## src/rtl/spi_slave_pkg.sv

```systemverilog
// Shared SPI definitions: FSM encoding, default sizing and bus mode constants.
package spi_slave_pkg;

  localparam int unsigned DATA_WIDTH_DEF  = 8;
  localparam int unsigned SYNC_STAGES_DEF = 2;

  // Mode 0; the same constants parameterize the spi0 master.
  localparam bit SPI_CPOL = 1'b0;
  localparam bit SPI_CPHA = 1'b0;

  typedef enum logic [1:0] {
    ST_IDLE  = 2'd0,
    ST_LOAD  = 2'd1,
    ST_SHIFT = 2'd2
  } spi_state_t;

  // Bit counter must hold DATA_WIDTH itself, so one bit beyond clog2.
  function automatic int unsigned bitcnt_width(input int unsigned w);
    return unsigned'($clog2(w)) + 1;
  endfunction

endpackage

```

## src/rtl/spi_slave_sync.sv

```systemverilog
// Synchronizes sclk/ss/mosi into the io_clock domain and decodes edges.
module spi_slave_sync
  import spi_slave_pkg::*;
#(
  parameter int unsigned SYNC_STAGES = SYNC_STAGES_DEF
) (
  input  logic clk,
  input  logic rst,
  input  logic sclk,
  input  logic ss,
  input  logic mosi,
  output logic sclk_rise,
  output logic sclk_fall,
  output logic ss_fall,
  output logic ss_rise,
  output logic ss_level,
  output logic mosi_sync
);

  logic [SYNC_STAGES-1:0] sclk_q;
  logic [SYNC_STAGES-1:0] ss_q;
  logic [SYNC_STAGES-1:0] mosi_q;
  logic                   sclk_prev;
  logic                   ss_prev;
  logic                   sclk_s;
  logic                   ss_s;

  // Synchronizer chains; ss resets deasserted so reset never fakes a select edge.
  always_ff @(posedge clk or posedge rst) begin
    if (rst) begin
      sclk_q <= '0;
      ss_q   <= '1;
      mosi_q <= '0;
    end else begin
      sclk_q <= {sclk_q[SYNC_STAGES-2:0], sclk ^ SPI_CPOL};
      ss_q   <= {ss_q[SYNC_STAGES-2:0], ss};
      mosi_q <= {mosi_q[SYNC_STAGES-2:0], mosi};
    end
  end

  assign sclk_s = sclk_q[SYNC_STAGES-1];
  assign ss_s   = ss_q[SYNC_STAGES-1];

  // Previous synchronized level, the reference for edge decode.
  always_ff @(posedge clk or posedge rst) begin
    if (rst) begin
      sclk_prev <= 1'b0;
      ss_prev   <= 1'b1;
    end else begin
      sclk_prev <= sclk_s;
      ss_prev   <= ss_s;
    end
  end

  assign sclk_rise = sclk_s & ~sclk_prev;
  assign sclk_fall = ~sclk_s & sclk_prev;
  assign ss_fall   = ~ss_s & ss_prev;
  assign ss_rise   = ss_s & ~ss_prev;
  assign ss_level  = ss_s;
  assign mosi_sync = mosi_q[SYNC_STAGES-1];

endmodule

```

## src/rtl/spi_slave.sv

```systemverilog
// SPI mode-0 responder with one-entry RX/TX byte streams toward the SoC fabric.
module spi_slave
  import spi_slave_pkg::*;
#(
  parameter int unsigned DATA_WIDTH  = DATA_WIDTH_DEF,
  parameter int unsigned SYNC_STAGES = SYNC_STAGES_DEF
) (
  input  logic                  io_clock,
  input  logic                  io_reset,
  input  logic                  io_spi_sclk,
  input  logic                  io_spi_ss,
  input  logic                  io_spi_mosi,
  output logic                  io_spi_miso_write,
  output logic                  io_spi_miso_writeEnable,
  output logic                  io_rx_valid,
  input  logic                  io_rx_ready,
  output logic [DATA_WIDTH-1:0] io_rx_payload,
  input  logic                  io_tx_valid,
  output logic                  io_tx_ready,
  input  logic [DATA_WIDTH-1:0] io_tx_payload,
  output logic                  io_overrun,
  output logic                  io_underrun
);

  localparam int unsigned    CNT_W    = bitcnt_width(DATA_WIDTH);
  localparam logic [CNT_W-1:0] CNT_FULL = CNT_W'(DATA_WIDTH);

  logic                  sclk_rise;
  logic                  sclk_fall;
  logic                  ss_fall;
  logic                  ss_rise;
  logic                  ss_level;
  logic                  mosi_sync;
  logic                  sample_edge;
  logic                  shift_edge;

  spi_state_t            state;
  logic [CNT_W-1:0]      bitcnt;
  logic [CNT_W-1:0]      bitcnt_inc;
  logic                  reload_armed;
  logic                  word_done;
  logic [DATA_WIDTH-1:0] rx_shift;
  logic [DATA_WIDTH-1:0] rx_next;
  logic [DATA_WIDTH-1:0] rx_word;
  logic [DATA_WIDTH-1:0] tx_shift;
  logic [DATA_WIDTH-1:0] tx_hold;
  logic [DATA_WIDTH-1:0] tx_load;

  spi_slave_sync #(
    .SYNC_STAGES (SYNC_STAGES)
  ) u_sync (
    .clk       (io_clock),
    .rst       (io_reset),
    .sclk      (io_spi_sclk),
    .ss        (io_spi_ss),
    .mosi      (io_spi_mosi),
    .sclk_rise (sclk_rise),
    .sclk_fall (sclk_fall),
    .ss_fall   (ss_fall),
    .ss_rise   (ss_rise),
    .ss_level  (ss_level),
    .mosi_sync (mosi_sync)
  );

  // Mode 0 samples on the leading edge and shifts on the trailing edge.
  assign sample_edge = (SPI_CPHA == 1'b0) ? sclk_rise : sclk_fall;
  assign shift_edge  = (SPI_CPHA == 1'b0) ? sclk_fall : sclk_rise;

  assign bitcnt_inc = bitcnt + CNT_W'(1);
  assign rx_next    = {rx_shift[DATA_WIDTH-2:0], mosi_sync};

  // Word fed to the shifter on a load: the hold if full, otherwise zero.
  assign tx_load = io_tx_ready ? '0 : tx_hold;

  // Transfer FSM, TX hold register and MISO pad drive.
  always_ff @(posedge io_clock or posedge io_reset) begin
    if (io_reset) begin
      state                   <= ST_IDLE;
      bitcnt                  <= '0;
      reload_armed            <= 1'b0;
      word_done               <= 1'b0;
      rx_shift                <= '0;
      rx_word                 <= '0;
      tx_shift                <= '0;
      tx_hold                 <= '0;
      io_tx_ready             <= 1'b1;
      io_spi_miso_write       <= 1'b0;
      io_spi_miso_writeEnable <= 1'b0;
      io_underrun             <= 1'b0;
    end else begin
      io_underrun <= 1'b0;
      word_done   <= 1'b0;

      // Producer handshake; a load in this cycle still sees the old (empty) hold.
      if (io_tx_valid && io_tx_ready) begin
        tx_hold     <= io_tx_payload;
        io_tx_ready <= 1'b0;
      end

      if (ss_rise) begin
        // Deselect aborts any partial word; the TX hold is left alone.
        state                   <= ST_IDLE;
        io_spi_miso_writeEnable <= 1'b0;
        bitcnt                  <= '0;
        reload_armed            <= 1'b0;
        rx_shift                <= '0;
        tx_shift                <= '0;
      end else begin
        case (state)
          ST_IDLE: begin
            io_spi_miso_writeEnable <= 1'b0;
            bitcnt                  <= '0;
            reload_armed            <= 1'b0;
            if (ss_fall && !ss_level) begin
              state <= ST_LOAD;
            end
          end

          ST_LOAD: begin
            tx_shift                <= tx_load;
            io_spi_miso_write       <= tx_load[DATA_WIDTH-1];
            io_spi_miso_writeEnable <= 1'b1;
            if (io_tx_ready) begin
              io_underrun <= 1'b1;
            end else begin
              io_tx_ready <= 1'b1;
            end
            state <= ST_SHIFT;
          end

          ST_SHIFT: begin
            if (sample_edge) begin
              rx_shift <= rx_next;
              if (bitcnt_inc == CNT_FULL) begin
                rx_word      <= rx_next;
                word_done    <= 1'b1;
                bitcnt       <= '0;
                reload_armed <= 1'b1;
              end else begin
                bitcnt <= bitcnt_inc;
              end
            end else if (shift_edge) begin
              if (reload_armed) begin
                // Back-to-back word: reload on the trailing edge of the last bit.
                reload_armed      <= 1'b0;
                tx_shift          <= tx_load;
                io_spi_miso_write <= tx_load[DATA_WIDTH-1];
                if (io_tx_ready) begin
                  io_underrun <= 1'b1;
                end else begin
                  io_tx_ready <= 1'b1;
                end
              end else if (bitcnt != '0 && bitcnt != CNT_FULL) begin
                tx_shift          <= {tx_shift[DATA_WIDTH-2:0], 1'b0};
                io_spi_miso_write <= tx_shift[DATA_WIDTH-2];
              end
            end
          end

          default: begin
            state <= ST_IDLE;
          end
        endcase
      end
    end
  end

  // One-entry RX buffer; a completed word is dropped only when the buffer is full and not draining.
  always_ff @(posedge io_clock or posedge io_reset) begin
    if (io_reset) begin
      io_rx_valid   <= 1'b0;
      io_rx_payload <= '0;
      io_overrun    <= 1'b0;
    end else begin
      io_overrun <= 1'b0;
      if (word_done) begin
        if (io_rx_valid && !io_rx_ready) begin
          io_overrun <= 1'b1;
        end else begin
          io_rx_payload <= rx_word;
          io_rx_valid   <= 1'b1;
        end
      end else if (io_rx_valid && io_rx_ready) begin
        io_rx_valid <= 1'b0;
      end
    end
  end

endmodule

```

## config.mk

```make
export PLATFORM = sky130hd
export DESIGN_NAME = spi_slave
export DESIGN_NICKNAME = d
export VERILOG_FILES = /design/src/rtl/spi_slave_pkg.sv /design/src/rtl/spi_slave_sync.sv /design/src/rtl/spi_slave.sv
export SDC_FILE = /design/constraint.sdc
export NUM_CORES = 1
export LEC_CHECK = 0
export CAP_MARGIN = 5
export CORE_MARGIN = 2
export CORE_UTILIZATION = 36
export DETAILED_ROUTE_END_ITERATION = 7
export PLACE_DENSITY = 0.68
export SLEW_MARGIN = 10
export SYNTH_ARGS = -nofsm -noshare
export SYNTH_HDL_FRONTEND = slang
export SYNTH_HIERARCHICAL = 1
export SYNTH_SLANG_ARGS = --single-unit
export TNS_END_PERCENT = 30
```

## constraint.sdc

```tcl
create_clock -name io_clock -period 2 [get_ports io_clock]
set_clock_uncertainty 0.2 [all_clocks]
set_input_delay 0.3 -clock io_clock [delete_from_list [all_inputs] [get_ports io_clock]]
set_output_delay 0.3 -clock io_clock [all_outputs]
set_load 0.05 [all_outputs]
```

== Word-level counts from Yosys, hierarchy flattened ==
Cells that the tools add are included.
Storage, ports and cells
  flip-flop bits (word level): 60
  bits of input ports: 15
  output and inout bits: 14
  logic and storage cells: 123
Cells by class
  $add $sub $neg: 1
  equal/unequal tests: 16
  multiplexer cells: 51
  bitwise logic cells: 10
  reductions and logical operators: 25
Operators with widths (number)
  $mux W7: 8
  $mux W1: 29
  $ne A4 B4 Y1 const B: 4
  $ne A3 B3 Y1 const B: 5
  $pmux W7 S2: 1
  $mux W4: 3
  $pmux W1 S2: 5
  $reduce_and A2 Y1: 5
  $reduce_bool A3 Y1: 3
  $mux W8: 1
  $ne A2 B2 Y1 const B: 4
  $pmux W4 S2: 1
  $reduce_and A4 Y1: 2
  $reduce_bool A2 Y1: 4
  $not A1 Y1: 6
  $pmux W2 S3: 1
  $logic_and A1 B1 Y1: 5
  $reduce_and A5 Y1: 1
  $add A4 B1 Y4 const B: 1
  $and A1 B1 Y1: 4
  $eq A4 B4 Y1 const B: 1
  $mux W2: 2
  $reduce_bool A4 Y1: 1
  $reduce_and A3 Y1: 1
  4 further kinds: 5

== Depth between registers and ports, before layout ==
Gate-level depths: netlist of run 1.
  depth in word-level cells: 8
  mapped depth: 8
  gate-level depth less buffers: 6

== Hierarchy ==
Netlist of run 1, hierarchy kept.
By module, submodules not included
  spi_slave: instances 1, cells each 202, area each 2343.5 µm²
  spi_slave_sync: instances 1, cells each 13, area each 242.7 µm²

== Least setup slack after synthesis of run 1 ==
No wires, ideal clock.
  path kind: reg-to-reg
  start: register u_sync.ss_prev
  end: register rx_word[0]
  arrival time: 1.720 ns
  path slack: -0.045 ns
  stages on the path, launching flop included: 6
  path buffers: 0
  period minus slack after synthesis: 2.045 ns
  cell sequence: dfstp_2 and2b_2 and2b_2 nand2_2 nor3_4 mux2_2
Between the ends
  cells in the longest elaborated chain, start to end: 4
RTL lines
  from (decl): RTL line spi_slave_sync.sv:24  | logic ss_prev;
  from (signal assigned): RTL line spi_slave_sync.sv:51  | ss_prev <= ss_s;
  $not A1 Y1: RTL line spi_slave_sync.sv:58  | assign ss_rise = ss_s & ~ss_prev;
  $and A1 B1 Y1: RTL line spi_slave_sync.sv:58
  named net ss_rise: RTL line spi_slave.sv:31  | logic ss_rise;
  $not A1 Y1 (no source line)
  $reduce_and A4 Y1 (no source line)
  to (signal assigned): RTL line spi_slave.sv:135  | rx_word <= rx_next;
  to (decl): RTL line spi_slave.sv:44  | logic [DATA_WIDTH-1:0] rx_word;
The timed path passes the listed nets, and every way through them passes these cells.
A chain may end at the register's enable or synchronous reset.

== Worst setup path in the final report of run 1 ==
  start: register u_sync.ss_prev
  end: register rx_word[6]
The elaborated chain is that of the path after synthesis.

==> results of run 1 <==
==> logic make-up (layout without fill, tap and decap cells) <==
| group | Yosys count | in the layout | share of synthesized area (%) |
|---|---|---|---|
| AO/OA/AOI/OAI | 40 | 40 | 9.870 |
| XOR/XNOR | 1 | 1 | 0.3387 |
| adder cells (fa/ha/maj) | 6 | 6 | 2.903 |
| buffers and inverters | 18 | 71 | 2.903 |
| flip-flops | 60 | 60 | 58.25 |
| multiplexers | 26 | 26 | 11.22 |
| AND/OR/NAND/NOR | 64 | 64 | 14.51 |
==> timing repair <==
item / 4_1_cts / 5_1_grt
buffers inserted: 0 / 3
endpoints found under the setup margin: 12 / 19
hold buffers: 0 / 0
gates resized for setup: 5 / 11
==> final cells by class <==
cell class | count | area (sq um)
Clock buffer | 11 | 131.4
Clock inverter | 5 | 52.55
Fill cell | 633 | 3532
Inverter | 10 | 37.54
Multi-Input combinational cell | 137 | 1042
Sequential cell | 60 | 1506
Tap cell | 96 | 120.1
Timing Repair Buffer | 45 | 446.7
==> where the power goes <==
group / switching, W / leakage [nW] / internal, W / total [W]
registers: 0.000105 / 0.786 / 0.00141 / 0.00151
logic: 0.000601 / 0.723 / 0.000530 / 0.00113
clock network: 0.000452 / 0.0931 / 0.000569 / 0.00102
total: 0.00116 / 1.60 / 0.00251 / 0.00366
==> routing by layer <==
metal  track usage [%]  wire (um)  vias up
met5                 0          0        -
met4             6.749         77        0
met3             5.690        242        9
met2             23.00       2547       37
met1             17.41       2163      902
li1                  -          -      859
==> registers in the layout, summed over array words and instances, names as in the netlist, 2 cells and up <==
name / flops
bitcnt: 4
io_rx_payload: 8
rx_shift: 7
rx_word: 8
state: 2
tx_hold: 8
tx_shift: 7
u_sync/mosi_q: 2
u_sync/sclk_q: 2
u_sync/ss_q: 2
==> cells in the final DEF, fill, tap and decap left out, types with 3 or more instances in the layout <==
master / count
dfrtp_1: 56
mux2_2: 22
buf_4: 19
nand2_1: 14
clkdlybuf4s50_1: 14
nor2_1: 12
a21oi_1: 11
inv_1: 9
a31oi_1: 9
clkbuf_8: 9
and3b_1: 7
nand3_1: 7
nand2b_1: 6
o21ai_0: 6
and2b_2: 5
a211oi_1: 5
ha_1: 5
dfstp_2: 4
dlygate4sd2_1: 4
buf_12: 4
clkinv_2: 3
dlymetal6s2s_1: 3
==> worst max path at each step <==
stage / slack [ps] / cells past startpoint / from / end
2_1_floorplan: 20 / 5 / u_sync/ss_prev / rx_word[0]
3_3_place_gp: 20 / 6 / u_sync/ss_prev / rx_word[4]
3_5_place_dp: -4 / 6 / u_sync/ss_prev / rx_word[1]
4_1_cts: -10 / 6 / u_sync/ss_prev / rx_word[6]
5_1_grt: -90 / 6 / u_sync/ss_prev / rx_word[1]
6_report: -2 / 6 / u_sync/ss_prev / rx_word[6]
==> stage by stage <==
stage	utilization (%)	TNS, ps
after detailed placement	44.94	-18.97
after CTS	47.60	-43.89
after floorplan	-	0
after global placement	44.94	0
after global routing	48.58	-664.9
final	48.58	-2.116
==> metrics.csv, run 1 <==
metric;value;unit
# clock sinks;60;
Die W;88.76;um
largest cells by area after synthesis;dfrtp_1 (54%), mux2_2 (10%), dfstp_2 (4.1%);
Area Growth Syn to Fin;29.03;%
part of the cycle the worst path needs;100.1;%
cell leakage power;1.603;nW
post-route minimum period;2002;ps
max-capacitance violation count;0;
EDFF count, synth;0;
Antenna Diode Count;0;
worst endpoint data arrival time;2030;ps
total via count in the routed design;1807;
Placeable Area;6869;sq um
site row count;30;
longest individual stage delay on the worst path;520;ps
Final WS setup;-2.116;ps
Routed Wire Length;5031;um
classification of the worst setup path;register to register;
count of final max-slew check failures;0;
area fraction of the dominant cell type after synthesis;54.18;%
number of buffers on the longest clock path;2;
RSZ-0062 raised after global routing;yes;
number of register bits inferred by synthesis;60;
DR iter-0 viols;110;
GRT Total Usage;14.52;%
Total Die Area;7878;sq um
post-DR vias/cell;4.964;
Yosys top cell by area;dfrtp_1;
CP bufs+invs;1;
dominant cell by count in the synthesized netlist;dfrtp_1;
Crit Reg-Reg Endpoint;rx_word[6];
Syn. warnings;6;
post-synthesis average cell area;12.03;sq um
number of buffers inserted during clock tree synthesis;9;
failing checks;negative setup slack;
Unique masters post-synth;37;
total non-filler cell area in the finished layout;3337;sq um
r2r startpoint;u_sync/ss_prev;
kind of launch point of the worst setup path;register;
slew at the pin with the worst max-slew slack;502.1;ps
share of synthesized registers carrying an async set or reset;100.0;%
clock tree from TritonCTS;built;
result of the run;finished with violations;
relative max-transition margin;66.47;%
maximum vdd ir drop;452.9;uV
# nets final;284;
Die Y-Extent;88.76;um
Overall Power;0.003664;W
wire length per cell;13.82;um
instance area after placement;3087;sq um
worst reg-to-reg setup slack;-2;ps
Final Non-Filler Cells;364;
Antenna Violating Nets Remaining;0;
grt ovf;0;
RePlAce Congestion;0.8730;
Worst Reg2Reg Path Length in Cells;6;
crit path max fanout;8;
quantity of I/O buffers inserted on ports;28;
hold violation count in the final report;0;
most used cell along the critical path;and2b_2;
# H-tree levels;3;
detailed placement HPWL;3515;um
top-level I/O count;29;
ratio of total power to cell area;1098;nW/um^2
Initial DRT Pass Iterations;4;
wire length of the first global-routing pass;8487;um
pin count of the biggest net entering global routing;24;
crit-path cells;and2b_2 > and2b_2 > nand2_2 > nor3_4 > buf_12 > mux2_2;
slowest stage cell on the critical path;dfstp_2;
Worst EP required;2030;ps
Initial Util;37.65;%
Mapped Nets;236;
Worst path top cell family by delay;simple AND/OR/NAND/NOR gates;
Mapped Area;2586;sq um
count of final setup violators;1;
clock-pin slew on the worst setup and hold paths;60;ps
antenna violations before repair;0;
endpoint type of the worst setup path;register;
post-synthesis cell count;215;
via count of the first global-routing pass;1812;
worst setup slack after placement;-4.148;ps
Most used DFF post-synth;dfrtp_1;
Residual DRC;0;
fraction of layout cells with a size suffix above 1;29.85;%
sequential fraction of the synthesis area;58.25;%
clk_lat worst skew;340;ps
cell types with the highest counts after synthesis;dfrtp_1 (56), mux2_2 (24), nand2_1 (14);
Hold/Removal Path Class;input pin to asynchronous set/reset pin;
clk root buf;clkbuf_8;
achievable frequency;0.4995;GHz
Min Hold Slack;50.22;ps
count of placed standard cells including taps;345;
No activity file was read; power rests on OpenSTA's default activity.
==> inputs of run 2 (changes only) <==
--- a/config.mk
+++ b/config.mk
@@ -6,10 +6,10 @@
 export NUM_CORES = 1
 export LEC_CHECK = 0
 export CAP_MARGIN = 5
-export CORE_MARGIN = 2
-export CORE_UTILIZATION = 36
+export CORE_MARGIN = 4
+export CORE_UTILIZATION = 50
 export DETAILED_ROUTE_END_ITERATION = 7
-export PLACE_DENSITY = 0.68
+export PLACE_DENSITY = 0.8
 export SLEW_MARGIN = 10
 export SYNTH_ARGS = -nofsm -noshare
 export SYNTH_HDL_FRONTEND = slang
==> run 2 against run 1 <==
  * The run still ends with negative setup slack left
  * Global-route usage is 2.4 points higher
  * Clock-buffer cell count is 1 higher
  * Fmax hardly changed
  * Final cell count is 8.8% lower
  * Sequential cell count stayed put
  * Routed wire length is 2.9% lower
==> metrics.csv, run 2 (same netlist as run 1, synthesis figures left out) <==
metric;value;unit;change
result of the run;finished with violations;;
failing checks;negative setup slack;;
worst reg-to-reg setup slack;-0.4;ps;about the same
Worst EP required;2020;ps;about the same
RePlAce Congestion;0.7652;;-12%
achievable frequency;0.4999;GHz;about the same
maximum vdd ir drop;813.6;uV;+80%
CP startpoint;u_sync/ss_prev;;
total via count in the routed design;1747;;-3.3%
post-DR vias/cell;5.262;;+6.0%
relative max-transition margin;66.65;%;+0.17 points
max-capacitance violation count;0;;unchanged
r2r startpoint;u_sync/ss_prev;;
Placeable Area;4880;sq um;-29%
largest registers;io_rx_payload: 8 flops, rx_word: 8 flops, tx_hold: 8 flops;;
final core utilization;68.38;%;+20 points
Residual DRC;0;;unchanged
antenna violations before repair;0;;unchanged
cell leakage power;1.591;nW;-0.71%
wire length of the first global-routing pass;8259;um;-2.7%
# fillers;386;;-39%
longest individual stage delay on the worst path;530;ps;about the same
# nets final;281;;-1.1%
Final WS setup;-0.3835;ps;+1.732 ps
RSZ-0062 raised after global routing;yes;;
clk_lat worst skew;330;ps;about the same
Routed Wire Length;4887;um;-2.9%
crit path max fanout;9;;+1
Min Hold Slack;46.63;ps;-3.588 ps
Initial Util;53.00;%;+15 points
count of final max-slew check failures;0;;unchanged
Initial DRT Pass Iterations;4;;unchanged
kind of launch point of the worst setup path;register;;
Die Y-Extent;79.92;um;-10%
most used cell along the critical path;and2b_2;;
Worst path top cell family by delay;simple AND/OR/NAND/NOR gates;;
worst endpoint data arrival time;2020;ps;about the same
Worst Reg2Reg Path Length in Cells;6;;unchanged
post-route minimum period;2000;ps;-1.732 ps
Crit Reg-Reg Endpoint;rx_word[3];;
top library cells by usage in the layout, fill and taps aside;dfrtp_1 (56), mux2_2 (23), buf_4 (17);;
number of buffers inserted during clock tree synthesis;9;;unchanged
count of final setup violators;1;;unchanged
classification of the worst setup path;register to register;;
Total Die Area;6387;sq um;-19%
Hold/Removal Path Class;input pin to asynchronous set/reset pin;;
Hold-fix buffers, CTS;0;;unchanged
fraction of layout cells with a size suffix above 1;29.43;%;-0.42 points
clock-pin slew on the worst setup and hold paths;70;ps;about the same
sequential cell area;1506;sq um;unchanged
top-level I/O count;29;;unchanged
total non-filler cell area in the finished layout;3337;sq um;unchanged
Antenna Diode Count;0;;unchanged
crit-path cells;and2b_2 > and2b_2 > nand2_2 > nor3_4 > buf_12 > mux2_2;;
most common cell after layout, fill and taps aside;dfrtp_1;;
# H-tree levels;3;;unchanged
Area Growth Syn to Fin;29.03;%;unchanged
site row count;25;;-17%
quantity of I/O buffers inserted on ports;28;;unchanged
DR iter-0 viols;141;;+28%
via count of the first global-routing pass;1784;;-1.5%
GRT Total Usage;16.96;%;+2.4 points
area occupied by multi-input gates;1037;sq um;-0.48%
hold violation count in the final report;0;;unchanged
endpoint type of the worst setup path;register;;
number of buffers on the longest clock path;2;;unchanged
total number of cells along the worst setup path;6;;unchanged
Overall Power;0.004010;W;+9.5%
instance area after placement;3033;sq um;-1.7%
grt ovf;0;;unchanged
# clock sinks;60;;unchanged
Antenna Violating Nets Remaining;0;;unchanged
detailed placement HPWL;3206;um;-8.8%
clock tree from TritonCTS;built;;
part of the cycle the worst path needs;100.0;%;about the same
clk root buf;clkbuf_8;;
CP bufs+invs;1;;unchanged
wire length per cell;14.72;um;+6.5%
pin count of the biggest net entering global routing;53;;+120%
Critical path destination;rx_word[3];;
Die W;79.92;um;-10%
ratio of total power to cell area;1202;nW/um^2;+9.5%
slew at the pin with the worst max-slew slack;499.5;ps;-2.579 ps
slowest stage cell on the critical path;dfstp_2;;
TNS Setup;-0.3835;ps;+1.732 ps
## run 2: report_power, final
group	switching (W)	leakage (nW)	internal [W]
clock	0.000456	0.127	0.000894
combinational	0.000604	0.679	0.000528
sequential	0.000119	0.786	0.00141
total	0.00118	1.59	0.00283
## run 2: routing by layer
layer | global-route usage [%] | routed length, um | vias up
li1 | - | - | 847
met1 | 20.96 | 2183 | 860
met2 | 27.48 | 2399 | 33
met3 | 4.515 | 232 | 7
met4 | 8.108 | 72 | 0
met5 | 0 | 0 | -
## run 2: worst min-delay path by stage
stage                     slack, ps               end  depth (start not counted)
after floorplan                 -90  u_sync/mosi_q[0]                          1
after global placement          130  u_sync/sclk_q[1]                          0
after detailed placement        140  u_sync/sclk_q[1]                          0
after CTS                        40  u_sync/sclk_q[0]                          2
after global routing             50  u_sync/sclk_q[0]                          2
final                            50  u_sync/sclk_q[0]                          2
## run 2: final cells by class
cell class                      count  area share, %
Clock buffer                       12          4.649
Clock inverter                      4          2.850
Inverter                           10          1.125
Multi-Input combinational cell    137          31.08
Sequential cell                    60          45.14
Tap cell                           67          2.512
Timing Repair Buffer               42          12.64
## run 2: stage by stage
| stage | std cells | worst slack, ps |
|---|---|---|
| finish | 332 | -0.3835 |
| CTS | 330 | -13.63 |
| detailed placement | 314 | -11.21 |
| global route | 332 | -69.65 |
| global placement | 314 | 31.12 |
| floorplan | 215 | 22.14 |
## run 2: repair_timing
| action | CTS | global route |
|---|---|---|
| setup endpoints to repair | 9 | 17 |
| cloned | 0 | 1 |
| gates resized for setup | 2 | 8 |
| buffers inserted | 0 | 1 |
## run 2: worst reg2reg max path: stages (launching register included)
cell and delay, ps:
dfstp_2 530, and2b_2 210, and2b_2 220, nand2_2 70, nor3_4 180, buf_12 150
mux2_2 330
==> inputs of run 3 (changes only) <==
--- a/config.mk
+++ b/config.mk
@@ -5,6 +5,7 @@
 export SDC_FILE = /design/constraint.sdc
 export NUM_CORES = 1
 export LEC_CHECK = 0
+export ABC_AREA = 1
 export CAP_MARGIN = 5
 export CORE_MARGIN = 4
 export CORE_UTILIZATION = 50
==> run 3 against run 2 <==
  * The flow now finishes without violations
  * Clock-buffer cell count shrank 1
  * First-iteration DRC count grew 4.3%
  * Die area grew 3.3%
  * Global-route usage grew 0.066 points
  * Critical path depth shrank 5
  * Routed wire length shrank 0.53%
  * Hold slack gained 4.3 ps
  * Design area shrank 2.1%
  * Via count grew 18%
  * Clock power shrank 6%
  * Synthesized cell count grew 43%
  * Register-to-register slack gained 200 ps
  * Critical path type is now register to output pin
==> metrics.csv, run 3 <==
metric;value;unit;change
result of the run;completed;;
wire length of the first global-routing pass;8404;um;+1.8%
fraction of layout cells with a size suffix above 1;13.14;%;-16 points
post-route minimum period;1957;ps;-43.50 ps
Initial Util;52.14;%;-0.86 points
slew at the pin with the worst max-slew slack;501.2;ps;+1.722 ps
RePlAce Congestion;0.8338;;+9.0%
total via count in the routed design;2054;;+18%
top library cells by usage in the layout, fill and taps aside;nand2_1 (119), dfrtp_1 (56), inv_1 (28);;
GRT Total Usage;17.02;%;+0.066 points
crit-path cells;clkdlybuf4s50_1;;
kind of launch point of the worst setup path;register;;
Worst Reg2Reg Path Length in Cells;7;;+1
count of final setup violators;0;;-1
Unique masters post-synth;27;;-27%
relative max-transition margin;66.48;%;-0.17 points
Routed Wire Length;4861;um;-0.53%
TNS Setup;0;ps;+0.3835 ps
# nets final;366;;+30%
worst reg-to-reg setup slack;200;ps;+200 ps
longest individual stage delay on the worst path;800;ps;+270 ps
site row count;26;;+4.0%
# H-tree levels;3;;unchanged
Area Growth Syn to Fin;21.94;%;
Antenna Violating Nets Remaining;0;;unchanged
number of buffers inserted during clock tree synthesis;9;;unchanged
Initial DRT Pass Iterations;4;;unchanged
EDFF count, synth;0;;unchanged
Min Hold Slack;50.88;ps;+4.251 ps
cell types with the highest counts after synthesis;nand2_1 (119), dfrtp_1 (56), inv_1 (29);;
post-DR vias/cell;4.890;;-7.1%
detailed placement HPWL;3453;um;+7.7%
Mapped Area;2680;sq um;+3.6%
largest cells by area after synthesis;dfrtp_1 (52%), nand2_1 (17%), nand3_1 (5.0%);;
Worst path top cell family by delay;buffers and inverters;;
Placeable Area;5140;sq um;+5.3%
antenna violations before repair;0;;unchanged
number of register bits inferred by synthesis;60;;unchanged
wire length per cell;11.57;um;-21%
maximum vdd ir drop;889.0;uV;+9.3%
Worst EP required;1500;ps;-520 ps
Most used DFF post-synth;dfrtp_1;;
count of final max-slew check failures;0;;unchanged
largest registers;io_rx_payload: 8 flops, rx_word: 8 flops, tx_hold: 8 flops;;
Syn. warnings;6;;unchanged
pin count of the biggest net entering global routing;53;;unchanged
post-synthesis average cell area;8.702;sq um;-28%
Total Die Area;6595;sq um;+3.3%
Yosys top cell by area;dfrtp_1;;
top-level I/O count;29;;unchanged
DR iter-0 viols;147;;+4.3%
Mapped Nets;329;;+39%
Hold-fix buffers, CTS;0;;unchanged
worst endpoint data arrival time;1460;ps;-560 ps
r2r startpoint;u_sync/ss_q[1];;
area fraction of the dominant cell type after synthesis;52.29;%;-1.9 points
clk_lat worst skew;330;ps;about the same
most common cell after layout, fill and taps aside;nand2_1;;
number of buffers inserted by post-CTS setup repair;0;;unchanged
part of the cycle the worst path needs;97.84;%;-2.2 points
grt ovf;0;;unchanged
clock-pin slew on the worst setup and hold paths;60;ps;about the same
Die Y-Extent;81.21;um;+1.6%
Overall Power;0.003901;W;-2.7%
sequential fraction of the synthesis area;56.21;%;-2.0 points
cell leakage power;1.782;nW;+12%
Antenna Diode Count;0;;unchanged
CP bufs+invs;1;;unchanged
Crit Reg-Reg Endpoint;tx_shift[0];;
RSZ-0062 raised after global routing;no;;
dominant cell by count in the synthesized netlist;nand2_1;;
classification of the worst setup path;register to output pin;;
Hold/Removal Path Class;input pin to asynchronous set/reset pin;;
# clock sinks;60;;unchanged
endpoint type of the worst setup path;output pin;;
slowest stage cell on the critical path;clkdlybuf4s50_1;;
share of synthesized registers carrying an async set or reset;100.0;%;unchanged
hold violation count in the final report;0;;unchanged
post-synthesis cell count;308;;+43%
clk root buf;clkbuf_8;;
total of cells resized after clock tree synthesis;2;;unchanged
number of buffers on the longest clock path;2;;unchanged
Residual DRC;0;;unchanged
ratio of total power to cell area;1194;nW/um^2;-0.68%
quantity of I/O buffers inserted on ports;28;;unchanged
crit path max fanout;1;;-8
max-capacitance violation count;0;;unchanged
via count of the first global-routing pass;1972;;+11%
Die W;81.21;um;+1.6%
clock tree from TritonCTS;built;;
achievable frequency;0.5110;GHz;+2.2%
-- run 3: cell types whose count changed after synthesis, sizes merged, moves of 6 or more --
cell / before / now
a211oi: 7 / 0
nand4: 1 / 9
a21oi: 11 / 4
inv: 10 / 32
and3b: 7 / 0
nand2b: 6 / 0
a31oi: 9 / 0
nand2: 15 / 123
nand3: 7 / 30
mux2: 24 / 0
-- run 3: report_power, final --
| group | total [W] | internal [W] | leakage, nW | switching, W |
|---|---|---|---|---|
| combinational | 0.00109 | 0.000383 | 0.875 | 0.000709 |
| clock | 0.00127 | 0.000824 | 0.117 | 0.000445 |
| sequential | 0.00154 | 0.00142 | 0.790 | 0.000125 |
-- run 3: cell families (layout without fill, tap and decap cells) --
family	count (synthesis)	count (layout)	share of synthesized area [%]
adders and majority gates	6	6	2.801
and+or+nand+nor	182	182	30.11
AOI/OAI and AO/OA	20	20	4.248
buffers and inverters	40	82	6.629
DFF	60	60	56.21
-- run 3: cell type report --
cell class	instances	area, sq um
clock buffer	11	131.4
clock inverter	5	100.1
fill	458	1872
inverter	33	126.4
multi-input combinational	208	998.5
sequential	60	1506
tap	70	87.58
timing repair buffer	33	317.8
-- run 3: how the worst max path moves through the flow --
stage               cells after the start               end             start
floorplan                               1         bitcnt[0]          io_reset
global placement                        7        rx_word[0]          state[0]
detailed placement                      7        rx_word[5]          state[0]
CTS                                     1  io_rx_payload[6]  io_rx_payload[6]
global route                            1        io_overrun        io_overrun
finish                                  1        io_overrun        io_overrun
-- run 3: metal layers --
metal	up-vias	wire, um	global-route usage, %	part of all wire [%]
li1	1052	-	-	-
met1	945	2219	20.47	46
met2	45	2283	27.75	47
met3	12	230	3.991	4.7
met4	0	128	10.14	2.6
met5	-	0	0	0
-- run 3: per-stage QoR --
stage / instances / utilization (%) / area [sq um] / setup WS (ps)
floorplan: 308 / - / 2680 / 243.8
global placement: 404 / 58.93 / 3029 / 182.1
detailed placement: 404 / 58.93 / 3029 / 110.5
CTS: 420 / 63.39 / 3258 / 3.638
global route: 420 / 63.58 / 3268 / 0.3880
finish: 420 / 63.58 / 3268 / 43.11
